--- config.mk ---
export PLATFORM = sky130hd
export DESIGN_NAME = pcie_rx_tlp_router
export DESIGN_NICKNAME = d
export VERILOG_FILES = /design/src/rtl/pcie_rx_tlp_router.sv
export SDC_FILE = /design/constraint.sdc
export NUM_CORES = 2
export LEC_CHECK = 0
export BUFFER_PORTS_ARGS = -buffer_cell sky130_fd_sc_hd__buf_2
export CORE_AREA = 2 2 615 617
export DETAILED_ROUTE_END_ITERATION = 10
export DIE_AREA = 0 0 617 619
export PLACE_DENSITY = 0.33
export SLEW_MARGIN = 20
export SYNTH_ARGS = -nofsm -noshare
export SYNTH_HDL_FRONTEND = slang
export SYNTH_SLANG_ARGS = --single-unit
--- constraint.sdc ---
create_clock -name fim_clk -period 50.6 [get_ports fim_clk]
set_input_delay 7.59 -clock fim_clk [delete_from_list [all_inputs] [get_ports fim_clk]]
set_output_delay 7.59 -clock fim_clk [all_outputs]
set_load 0.01 [all_outputs]
--- src/rtl/pcie_rx_tlp_router.sv ---
// RX TLP router: steers whole packets by BAR hit to two egress streams, each
// behind its own 2-entry skid buffer; unmapped BARs are dropped and counted.

module pcie_rx_tlp_router_skid #(
    parameter int unsigned W = 514
) (
    input  logic         clk,
    input  logic         rst,
    input  logic         i_push,
    input  logic [W-1:0] i_din,
    output logic         o_full,
    output logic         o_valid,
    output logic [W-1:0] o_dout,
    input  logic         i_ready
);
    logic [W-1:0] r_mem [2];
    logic         r_wr;
    logic         r_rd;
    logic [1:0]   r_cnt;
    logic         w_pop;

    assign w_pop   = o_valid & i_ready;
    assign o_full  = (r_cnt == 2'd2);
    assign o_valid = (r_cnt != 2'd0);
    assign o_dout  = r_mem[r_rd];

    always_ff @(posedge clk or posedge rst) begin
        if (rst) begin
            r_wr  <= 1'b0;
            r_rd  <= 1'b0;
            r_cnt <= '0;
        end else begin
            if (i_push) r_wr <= ~r_wr;
            if (w_pop)  r_rd <= ~r_rd;
            r_cnt <= r_cnt + {1'b0, i_push} - {1'b0, w_pop};
        end
    end

    // Payload storage needs no reset; occupancy alone qualifies it.
    always_ff @(posedge clk) begin
        if (i_push) r_mem[r_wr] <= i_din;
    end
endmodule

module pcie_rx_tlp_router #(
    parameter int unsigned DATA_W    = 512,
    parameter int unsigned BAR_W     = 3,
    parameter int unsigned PORT0_BAR = 0,
    parameter int unsigned PORT1_BAR = 2,
    parameter int unsigned CNT_W     = 16
) (
    input  logic              fim_clk,
    input  logic              fim_rst,
    input  logic              in_valid,
    input  logic              in_sop,
    input  logic              in_eop,
    input  logic [DATA_W-1:0] in_data,
    input  logic [BAR_W-1:0]  in_bar,
    output logic              in_ready,
    output logic              out0_valid,
    output logic              out0_sop,
    output logic              out0_eop,
    output logic [DATA_W-1:0] out0_data,
    input  logic              out0_ready,
    output logic              out1_valid,
    output logic              out1_sop,
    output logic              out1_eop,
    output logic [DATA_W-1:0] out1_data,
    input  logic              out1_ready,
    output logic [CNT_W-1:0]  drop_cnt,
    output logic [CNT_W-1:0]  err_cnt,
    output logic              err_pulse
);
    typedef enum logic [1:0] {IDLE, FWD0, FWD1, DROP} state_t;

    localparam logic [BAR_W-1:0] P0 = BAR_W'(PORT0_BAR);
    localparam logic [BAR_W-1:0] P1 = BAR_W'(PORT1_BAR);

    state_t r_state, w_next, w_sop_dest, w_dest;
    logic   w_full0, w_full1, w_acc, w_push0, w_push1, w_err, w_drop;
    logic [CNT_W-1:0] r_drop_cnt, r_err_cnt;
    logic             r_err_pulse;

    // A sop beat is always re-decoded, even mid-packet, so its destination
    // (not the latched one) decides both routing and in_ready.
    always_comb begin
        w_sop_dest = DROP;
        if (in_bar == P0)      w_sop_dest = FWD0;
        else if (in_bar == P1) w_sop_dest = FWD1;
        w_dest = in_sop ? w_sop_dest : r_state;
    end

    always_comb begin
        in_ready = 1'b1;
        case (w_dest)
            FWD0:    in_ready = ~w_full0;
            FWD1:    in_ready = ~w_full1;
            default: in_ready = 1'b1;
        endcase
        if (fim_rst) in_ready = 1'b0;
    end

    assign w_acc   = in_valid & in_ready;
    assign w_push0 = w_acc & (w_dest == FWD0);
    assign w_push1 = w_acc & (w_dest == FWD1);
    assign w_err   = w_acc & (in_sop ? (r_state != IDLE) : (r_state == IDLE));
    assign w_drop  = w_acc & in_sop & (w_sop_dest == DROP);

    always_comb begin
        w_next = r_state;
        if (w_acc) begin
            if ((w_dest == IDLE) || in_eop) w_next = IDLE;
            else                            w_next = w_dest;
        end
    end

    always_ff @(posedge fim_clk or posedge fim_rst) begin
        if (fim_rst) begin
            r_state     <= IDLE;
            r_drop_cnt  <= '0;
            r_err_cnt   <= '0;
            r_err_pulse <= 1'b0;
        end else begin
            r_state     <= w_next;
            r_err_pulse <= w_err;
            if (w_drop && (r_drop_cnt != '1)) r_drop_cnt <= r_drop_cnt + 1'b1;
            if (w_err && (r_err_cnt != '1))   r_err_cnt  <= r_err_cnt + 1'b1;
        end
    end

    assign drop_cnt  = r_drop_cnt;
    assign err_cnt   = r_err_cnt;
    assign err_pulse = r_err_pulse;

    pcie_rx_tlp_router_skid #(.W(DATA_W + 2)) u_skid0 (
        .clk     (fim_clk),
        .rst     (fim_rst),
        .i_push  (w_push0),
        .i_din   ({in_sop, in_eop, in_data}),
        .o_full  (w_full0),
        .o_valid (out0_valid),
        .o_dout  ({out0_sop, out0_eop, out0_data}),
        .i_ready (out0_ready)
    );

    pcie_rx_tlp_router_skid #(.W(DATA_W + 2)) u_skid1 (
        .clk     (fim_clk),
        .rst     (fim_rst),
        .i_push  (w_push1),
        .i_din   ({in_sop, in_eop, in_data}),
        .o_full  (w_full1),
        .o_valid (out1_valid),
        .o_dout  ({out1_sop, out1_eop, out1_data}),
        .i_ready (out1_ready)
    );
endmodule

==> summary.txt <==
Synth
  – Mapped Cells: 3396
  – Part of the Yosys area used for sequential elements: 0.826
  – Synthesized area: 76100 sq um
  – Synth area leader: edfxtp_1
  – Top cell type's share of synthesized area: 0.812
  – Synthesized area per cell: 22.4 sq um
  – Synth async-reset ratio: 0.0205
  – Seq cells post-synth: 2099
  – Synth Flop Type: edfxtp_1
  – Synth unique cells: 44
  – Largest cells by area after synthesis: edfxtp_1 81%, mux2_2 15%, dfrtp_1 1.4%
  – Syn_nets: 3927
  – EDFF count, synth: 2056
  – Yosys warning count: 0

STA
  – Clk_skew: 0.0244 ns
  – RSZ-0062 raised after global routing: no
  – Final Max Slew Viols: 0
  – Clock period minus worst slack: 17.07 ns
  – Final setup vio count: 0
  – Slew Limit Headroom: 0.266
  – Setup Total Neg Slack: 0 ns
  – Fmax: 0.0586 GHz
  – Final Hold Viols: 0
  – Fin crit share: 0.337
  – Worst Tran Pin Value: 1.10 ns

Route
  – Routed Antenna Nets: 0
  – Via Count: 39900
  – Detailed Route WL: 280000 um
  – DRT Pass-1 Iters: 7
  – WL per Instance: 27.0 um
  – Initial DRC Count: 2097
  – Via/cell ratio: 3.84
  – DRC violations left: 0

CTS
  – Setup repair bufs after CTS: 0
  – Clk sinks: 2099
  – Clock slew at reported path FFs: 0.06 ns
  – Clock Latency Late Sink: 0.85 ns
  – CTS Root Cell: clkbuf_16
  – CTS Buf Count: 263
  – CTS tree: done
  – CTS Hold Bufs: 0
  – Clock buffer depth: 4
  – Post-cts resize count: 0
  – H-tree depth: 5

GRT
  – Overall routing resource usage: 0.141
  – M1 GR Usage: 0.142
  – First-pass GRT wire length: 370000 um
  – Gr ovfl total: 0
  – M2 GR Usage: 0.263
  – Antenna violations before repair: 176
  – GRT Max-Usage Layer: met2
  – Met3 usage: 0.0533
  – Vias in the first global route: 41400
  – Largest net degree at the start of global routing: 125

Cells and area
  – Commonest non-fill, non-tap cell in the layout: edfxtp_1
  – Layout Area Growth over Synthesis: 29.3%
  – Post-layout nets: 5715
  – Most frequent cells in the layout: 2056 x edfxtp_1, 1585 x buf_2, 1028 x mux2_2
  – Layout cells sized above 1: 0.562

Place
  – GP Congestion: 0.770
  – Port Buffers: 1585
  – HPWL Detailed: 199000 um

Floorplan
  – Core Box Area: 375000 sq um
  – Die width: 617 um
  – Die area: 382000 sq um
  – Die height: 619 um
  – Num rows: 225
  – Initial Util: 0.203
  – IO Count: 1586

Worst setup path
  – Crit Reg-Reg Startpoint: r_state[1]
  – Reg2reg end: u_skid0.r_mem[0][304]
  – Critical path required time: 43.01 ns
  – R2r setup slk: 44.57 ns
  – CP Max Fanout: 11
  – Critical Path Source: in_sop
  – Setup Crit Path Kind: in -> out
  – Worst Path Arrival: 9.48 ns
  – Crit start category: input pin
  – R2r worst-path depth: 12
  – CP endpoint kind: output port

Power
  – Sw power: 1.53 mW
  – Tot Pwr: 5.06 mW
  – Clock power share: 0.350
  – P_int: 3.53 mW
  – Seq pwr share: 0.403
  – Leakage power: 34.0 nW
  – Comb power frac: 0.247
  – Peak supply drop: 45.0 uV
  – Pwr dens: 51.4 nW/um^2
  – Switch share: 0.302

Min path
  – Hold Crit Endpoint: err_cnt[4]
  – Min-delay worst type: reg -> reg
  – Hold path depth: 1
  – Worst Hold Launch: err_cnt[4]

Outcome
  – Status: finished clean

Run
  – Maxcap violations: 0
[Yosys cell counts (2+ instances only)]
master,instances
inv_1,5
or2_2,2
edfxtp_1,2056
clkbuf_1,39
ha_1,9
nand2b_1,4
mux2_2,1028
mux2_1,4
nand2_1,16
nand3_1,13
dfrtp_1,43
and2_1,4
xnor2_1,27
nand4_1,12
buf_1,6
and4_1,3
nor3_1,2
buf_2,70
and3_1,8
xor2_1,9
nor2_1,12
o21ai_0,2
[power groups by stage]
stage | registers, mW | logic, mW | clock network [mW]
after floorplan | 2.12 | 0.687 | 0
after global placement | 2.08 | 1.31 | 0
after detailed placement | 2.08 | 1.30 | 0
after CTS | 2.04 | 1.31 | 1.85
after global routing | 2.05 | 1.33 | 1.90
final | 2.04 | 1.25 | 1.77
[worst max-delay path by stage]
stage / to / slack (ns)
finish: in_ready / 33.53
global route: in_ready / 33.28
detailed placement: in_ready / 33.46
CTS: in_ready / 33.45
floorplan: u_skid0.r_mem[0][0] / 19.16
global placement: in_ready / 33.27
[metrics by stage]
step	cell area (sq um)	worst slack, ns	hold slack, ns	cells	utilization
CTS	98200	33.45	0.497	10400	0.262
floorplan	76100	19.16	0.460	3396	-
detailed placement	90300	33.46	0.486	9913	0.241
global route	98300	33.28	0.506	10400	0.262
global placement	90300	33.27	0.482	9913	0.241
finish	98300	33.53	0.488	10400	0.262
[critical path, cell delays in order]
cell and delay [ns]:
buf_2 0.28, nand2_1 0.08, o32ai_1 0.48, inv_1 0.10, ha_1 0.27, a221oi_4 0.43, nor2_1 0.07, buf_2 0.15
[cell families (layout without fill, tap and decap cells)]
logic type                 after synthesis  after routing  share of synthesized area
muxes                                 1032           1032                      0.153
other                                    0             25                          0
and+or+nand+nor                         88             88                    0.00673
xor gates and xnor gates                36             36                    0.00415
adders and majority gates                9              9                    0.00148
AOI/OAI and AO/OA                       11             11                    0.00168
buffers and inverters                  121           2104                    0.00722
DFF                                   2099           2099                      0.826
[per-layer routing]
metal	part of all wire	up-vias
li1	-	17200
met1	0.34	20500
met2	0.53	1407
met3	0.084	624
met4	0.039	100
met5	0.0023	-
[state kept, by name, summed over array words and instances, names as in the netlist]
register,flops
err_cnt,16
drop_cnt,16
u_skid1.r_wr,1
u_skid0.r_cnt,2
u_skid0.r_mem,1028
u_skid1.r_rd,1
err_pulse,1
u_skid1.r_cnt,2
r_state,2
u_skid0.r_wr,1
u_skid1.r_mem,1028
u_skid0.r_rd,1
[final cells by class]
cell class	instances	area, sq um
sequential	2099	62800
antenna	25	62.6
multi-input combinational	1176	12700
fill	38300	276000
clock inverter	133	1000
tap	4994	6250
clock buffer	327	6990
inverter	5	18.8
timing repair buffer	1639	8450
Power figures use the tool's default switching activity.
